===== src/rtl/mac_lane_array.sv =====
// mac_lane_array: LANES-wide multiply-accumulate engine.
//
// Each accumulation step broadcasts one coefficient from an external ROM to
// every lane. Each lane multiplies that coefficient by its own element of
// x_vec and accumulates the product over DEPTH steps. The result is then
// offered to the consumer through a valid/ready handshake.
//
// Optional feature macro: MAC_LANE_SAT_EN
//   When defined, the accumulators saturate instead of wrapping, and the
//   o_sat_flag output is added. o_sat_flag holds one sticky clamp flag per lane.
//
// Ports:
//   i_clk           clock, rising edge
//   i_rst_n         asynchronous active-low reset
//   i_start         begin a new accumulation (honoured only in IDLE)
//   i_clear         synchronous abort to IDLE; overrides every other input
//   i_signed_mode   1 = two's-complement operands; sampled on accepted start
//   i_in_valid      x_vec valid for the current step
//   i_x_vec         lane i element at [i*DATA_W +: DATA_W]
//   i_coef          ROM read data, one-cycle latency from o_coef_addr
//   o_coef_addr     ROM read address (index of the next step)
//   o_in_ready      high in RUN
//   o_acc_out       lane i accumulator at [i*ACC_W +: ACC_W]
//   o_out_valid     result available (DONE)
//   i_out_ready     consumer accepts result
//   o_busy          high in RUN or DONE
//   o_sat_flag      (MAC_LANE_SAT_EN only) per-lane sticky clamp flag
module mac_lane_array #(
  parameter int unsigned LANES  = 4,
  parameter int unsigned DATA_W = 8,
  parameter int unsigned COEF_W = 8,
  parameter int unsigned ACC_W  = 20,
  parameter int unsigned DEPTH  = 8,
  parameter int unsigned ADDR_W = 4
) (
  input  logic                    i_clk,
  input  logic                    i_rst_n,
  input  logic                    i_start,
  input  logic                    i_clear,
  input  logic                    i_signed_mode,
  input  logic                    i_in_valid,
  input  logic [LANES*DATA_W-1:0] i_x_vec,
  input  logic [COEF_W-1:0]       i_coef,
  output logic [ADDR_W-1:0]       o_coef_addr,
  output logic                    o_in_ready,
  output logic [LANES*ACC_W-1:0]  o_acc_out,
  output logic                    o_out_valid,
  input  logic                    i_out_ready,
  output logic                    o_busy
`ifdef MAC_LANE_SAT_EN
  ,
  output logic [LANES-1:0]        o_sat_flag
`endif
);

  localparam int unsigned PROD_W = DATA_W + COEF_W;

  typedef enum logic [1:0] {StIdle, StRun, StDone} state_e;

  state_e              r_state;
  logic [ADDR_W-1:0]   r_k;
  logic [ACC_W-1:0]    r_acc [LANES];
  logic                r_mode;
  logic                r_in_ready;
  logic                r_out_valid;
  logic                r_busy;

  logic                w_fire;
  logic                w_last;
  logic [PROD_W-1:0]   w_x_ext  [LANES];
  logic [PROD_W-1:0]   w_c_ext;
  logic [PROD_W-1:0]   w_prod   [LANES];
  logic [ACC_W-1:0]    w_prod_a [LANES];
  logic [ACC_W-1:0]    w_acc_nx [LANES];

`ifdef MAC_LANE_SAT_EN
  logic [LANES-1:0]    r_sat;
  logic [LANES-1:0]    w_clamp;
  logic [ACC_W:0]      w_sum    [LANES];
`endif

  assign w_fire = (r_state == StRun) && i_in_valid;
  assign w_last = (r_k == ADDR_W'(DEPTH - 1));

  // Operands are widened to the full product width first, so the truncated
  // PROD_W-bit product is exact in both modes.
  always_comb begin
    w_c_ext = r_mode ? PROD_W'($signed(i_coef)) : PROD_W'(i_coef);
    for (int i = 0; i < LANES; i++) begin
      w_x_ext[i]  = r_mode ? PROD_W'($signed(i_x_vec[i*DATA_W +: DATA_W]))
                           : PROD_W'(i_x_vec[i*DATA_W +: DATA_W]);
      w_prod[i]   = w_x_ext[i] * w_c_ext;
      w_prod_a[i] = r_mode ? ACC_W'($signed(w_prod[i])) : ACC_W'(w_prod[i]);
    end
  end

`ifdef MAC_LANE_SAT_EN
  // In unsigned mode the carry out flags overflow. In signed mode, overflow
  // means both operands share a sign and the sum's sign differs from it.
  always_comb begin
    w_clamp = '0;
    for (int i = 0; i < LANES; i++) begin
      w_sum[i]    = {1'b0, r_acc[i]} + {1'b0, w_prod_a[i]};
      w_acc_nx[i] = w_sum[i][ACC_W-1:0];
      if (!r_mode) begin
        if (w_sum[i][ACC_W]) begin
          w_acc_nx[i] = '1;
          w_clamp[i]  = 1'b1;
        end
      end else if (r_acc[i][ACC_W-1] == w_prod_a[i][ACC_W-1] &&
                   w_sum[i][ACC_W-1] != r_acc[i][ACC_W-1]) begin
        w_acc_nx[i] = r_acc[i][ACC_W-1] ? {1'b1, {(ACC_W-1){1'b0}}}
                                        : {1'b0, {(ACC_W-1){1'b1}}};
        w_clamp[i]  = 1'b1;
      end
    end
  end

  assign o_sat_flag = r_sat;
`else
  always_comb begin
    for (int i = 0; i < LANES; i++) begin
      w_acc_nx[i] = r_acc[i] + w_prod_a[i];
    end
  end
`endif

  // Address of the step that the next cycle will execute. This lets the
  // ROM's one-cycle latency line up with r_k whenever a step fires.
  always_comb begin
    o_coef_addr = '0;
    if (r_state == StRun) begin
      if (i_in_valid) begin
        o_coef_addr = w_last ? '0 : r_k + ADDR_W'(1);
      end else begin
        o_coef_addr = r_k;
      end
    end
  end

  always_ff @(posedge i_clk or negedge i_rst_n) begin
    if (!i_rst_n) begin
      r_state     <= StIdle;
      r_k         <= '0;
      r_mode      <= 1'b0;
      r_in_ready  <= 1'b0;
      r_out_valid <= 1'b0;
      r_busy      <= 1'b0;
      for (int i = 0; i < LANES; i++) r_acc[i] <= '0;
`ifdef MAC_LANE_SAT_EN
      r_sat       <= '0;
`endif
    end else if (i_clear) begin
      r_state     <= StIdle;
      r_k         <= '0;
      r_in_ready  <= 1'b0;
      r_out_valid <= 1'b0;
      r_busy      <= 1'b0;
      for (int i = 0; i < LANES; i++) r_acc[i] <= '0;
`ifdef MAC_LANE_SAT_EN
      r_sat       <= '0;
`endif
    end else begin
      unique case (r_state)
        StIdle: begin
          if (i_start) begin
            r_state    <= StRun;
            r_k        <= '0;
            r_mode     <= i_signed_mode;
            r_in_ready <= 1'b1;
            r_busy     <= 1'b1;
            for (int i = 0; i < LANES; i++) r_acc[i] <= '0;
`ifdef MAC_LANE_SAT_EN
            r_sat      <= '0;
`endif
          end
        end
        StRun: begin
          if (w_fire) begin
            for (int i = 0; i < LANES; i++) r_acc[i] <= w_acc_nx[i];
`ifdef MAC_LANE_SAT_EN
            r_sat <= r_sat | w_clamp;
`endif
            if (w_last) begin
              r_k         <= '0;
              r_state     <= StDone;
              r_in_ready  <= 1'b0;
              r_out_valid <= 1'b1;
            end else begin
              r_k <= r_k + ADDR_W'(1);
            end
          end
        end
        StDone: begin
          if (i_out_ready) begin
            r_state     <= StIdle;
            r_out_valid <= 1'b0;
            r_busy      <= 1'b0;
          end
        end
        default: begin
          r_state     <= StIdle;
          r_in_ready  <= 1'b0;
          r_out_valid <= 1'b0;
          r_busy      <= 1'b0;
        end
      endcase
    end
  end

  always_comb begin
    for (int i = 0; i < LANES; i++) begin
      o_acc_out[i*ACC_W +: ACC_W] = r_acc[i];
    end
  end

  assign o_in_ready  = r_in_ready;
  assign o_out_valid = r_out_valid;
  assign o_busy      = r_busy;

endmodule


===== config.mk =====
export PLATFORM = sky130hd
export DESIGN_NAME = mac_lane_array
export DESIGN_NICKNAME = d
export VERILOG_FILES = /design/src/rtl/mac_lane_array.sv
export SDC_FILE = /design/constraint.sdc
export NUM_CORES = 1
export LEC_CHECK = 0
export ABC_CLOCK_PERIOD_IN_PS = 10400
export CAP_MARGIN = 20
export CORE_ASPECT_RATIO = 1.4
export CORE_UTILIZATION = 55
export CTS_BUF_LIST = sky130_fd_sc_hd__clkbuf_4 sky130_fd_sc_hd__clkbuf_8
export DETAILED_ROUTE_END_ITERATION = 6
export PLACE_DENSITY = 0.82
export SLEW_MARGIN = 15
export SYNTH_ARGS = -nofsm -noshare
export SYNTH_HDL_FRONTEND = slang
export SYNTH_SLANG_ARGS = --single-unit

===== constraint.sdc =====
create_clock -name i_clk -period 10.4 [get_ports i_clk]
set_input_delay 1.04 -clock i_clk [delete_from_list [all_inputs] [get_ports i_clk]]
set_output_delay 1.04 -clock i_clk [all_outputs]
set_load 0.03 [all_outputs]

==> results by group <==
Global routing
  • Grt total ovfl: 0
  • GRT Total Usage: 26.53%
  • First-pass GRT wire length: 83.90 mm
  • Vias in the first global route: 17,650
  • Largest net degree at the start of global routing: 64
  • Initial antenna violation count: 2

Setup path
  • Arr. time, crit path: 8.89 ns
  • Crit path max fanout: 26
  • Required time of the critical path: 10.72 ns
  • CP Class: input pin to flop
  • Worst path max stage delay: 1.11 ns
  • Cell family with most CP delay: adder cells
  • Buf/Inv on CP: 3
  • Slowest CP cell: clkdlybuf4s50_1
  • CP Capture Type: flop
  • Most frequent CP cell: xnor2_1
  • Crit start category: input pin

Run
  • Max-cap violations: 0

Clock network
  • Clock Sinks: 90
  • Post-CTS Setup Inserts: 0
  • CTS clk-pin slew, worst paths: 0.11 ns
  • # hold bufs at CTS: 0
  • Number of H-tree levels: 3
  • CTS resizes: 0
  • Clock Tree Buf Depth: 2
  • CTS Root Cell: clkbuf_8
  • Inserted Clock Buffers: 9
  • CTS tree: done
  • Clk_lat worst skew: 0.40 ns

Outcome
  • Status: completed

Route
  • WL final: 48.57 mm
  • Routed Antenna Nets: 0
  • Drt via density: 5.502
  • Total number of vias: 16,380
  • WL/cell: 16.31 µm
  • DRT iter0 DRCs: 802
  • Detailed Routing Iterations Pass 1: 5
  • DRC errors left: 0

Synthesis
  • Prevailing post-synth register cell: dfrtp_1
  • Post-synthesis sequential area ratio: 10.76%
  • Mapped cell area: 20,940 µm²
  • Synth Area per Inst: 8.610 µm²
  • Post-Syn Instances: 2,432
  • Ys async rst share: 100.0%
  • EDFF count, synth: 0
  • Syn nets: 3,051
  • Synth cell types: 63
  • Yosys reg bits: 90
  • Yosys warns: 0

Timing
  • Final Hold Vio Count: 0
  • Fin crit share: 82.44%
  • Rel. slew slack: 34.70%
  • Final Max Slew Viols: 0
  • Setup TNS Final: 0 ns
  • Transition time of the tightest slew-check pin: 0.9764 ns
  • Period minus WS final: 8.573 ns
  • Final setup viols: 0
  • Hold slack: 0.5223 ns
  • Clk_skew: 0.01798 ns
  • Unrepaired setup endpoints after global routing: no
  • Fmax: 116.6 MHz

Finish
  • Most frequent cells in the layout: inv_1, ha_1, fa_1
  • Leading cell type in the layout, fill and taps excluded: inv_1
  • Fill cell count: 3,071
  • Layout cells sized above 1: 1.958%
  • Fin nets: 3,116
  • Area Growth Syn to Fin: 8.915%

Die
  • Chip width: 166.9 µm
  • Placeable core region: 37,520 µm²
  • Die height: 232.9 µm
  • Row cnt: 84
  • # IOs: 134
  • Initial Util: 55.81%
  • Die ar.: 38,870 µm²

Power
  • PwrDens: 332.8 nW/µm²
  • P_leak: 11.56 nW
  • Max VDD drop: 0.2651 mV

Hold path
  • Hold Path Class: flop to flop

Place
  • Routability cong.: 0.8782
  • Dpl hpwl: 39.55 mm
  • IO buf count: 133
synth_stat cells, drive strengths merged (6+ instances only):
cell type	count	area (µm²)
clkbuf	84	315.3
o21a	30	225.2
inv	496	1862
o21bai	20	150.1
and2	216	1354
nand3	31	155.2
o22ai	6	37.54
buf	10	62.56
a21oi	97	500.5
nand2b	23	143.9
o31ai	9	67.56
o21ai	118	590.6
fa	276	5525
nor2	97	364.1
nand2	154	578.1
a21o	32	240.2
ha	296	3704
and3	30	187.7
nor3	17	85.08
nor2b	24	150.1
or3	7	43.79
xor2	54	473.0
a22o	7	61.31
a31oi	8	50.05
xnor2	135	1190
dfrtp	90	2252
stage by stage:
step           total power [mW]  cells  util (%)  setup slack (ns)  cell area (µm²)
2_1_floorplan             5.712   2432         -             2.798            20940
6_report                  7.589   2977     60.78             1.827            22810
4_1_cts                   7.567   2975     60.78             1.757            22810
3_5_place_dp              7.237   2959     60.27             1.343            22620
5_1_grt                   8.453   2977     60.78             1.319            22810
3_3_place_gp              6.941   2958     60.23             1.459            22600
cell families after synthesis:
kind of cell	count (synthesis)	synth area share [%]
xor+xnor	190	8.049
flops	90	10.76
compound gates	369	10.93
mux	5	0.2450
simple gates	614	15.15
fa+ha+maj	574	44.18
buf+inv	590	10.70
registers in the layout, summed over array words and instances (netlist names):
register	count
o_acc_out	80
r_k	4
r_state	2
o_out_valid	1
o_in_ready	1
r_mode	1
o_busy	1
report_power, final:
group          total, mW  internal (mW)  switching (mW)
Clock              0.245         0.0964           0.149
Combinational       6.85           2.98            3.87
Sequential         0.499          0.425          0.0734
Total               7.59           3.50            4.09
per-layer routing:
layer | wire, µm | share of wire (%) | track usage [%]
met2 | 24040 | 50 | 46.50
met5 | 0 | 0 | 0
met4 | 1900 | 3.9 | 11.63
met3 | 1929 | 4.0 | 2.432
met1 | 20690 | 43 | 33.27
path summary, 6_finish.rpt:
check / from / endpoint / slack [ns] / depth (start not counted)
max reg2reg: r_mode / o_acc_out[79] / 2.22 / 35
min: o_acc_out[59] / o_acc_out[59] / 0.52 / 1
max: i_coef[5] / o_acc_out[79] / 1.83 / 27
max in group asynchronous: i_rst_n / o_acc_out[19] / 8.65 / 2
min reg2reg: o_acc_out[59] / o_acc_out[59] / 0.52 / 1
min in group asynchronous: i_rst_n / o_acc_out[53] / 0.56 / 1
final cells by class:
type	instances	area, µm²	share of cell area, %
multi-input cells	1752	16460	72.18
flip-flops and latches	90	2252	9.875
inverters	496	1862	8.164
repair buffers	148	1444	6.331
well taps	473	591.8	2.595
clock buffers	10	137.6	0.6035
clock inverters	6	52.55	0.2304
diodes	2	5.005	0.02195
worst register-to-register path, delay by kind of cell (launching register included):
kind	cells	cell delay (ns)
AOI/OAI and AO/OA	9	1.28
DFF	1	0.58
and+or+nand+nor	7	1.31
xor gates and xnor gates	3	0.84
adders and majority gates	8	3.13
buffers and inverters	8	0.97
Note: power is estimated with default switching activity, not from simulation.
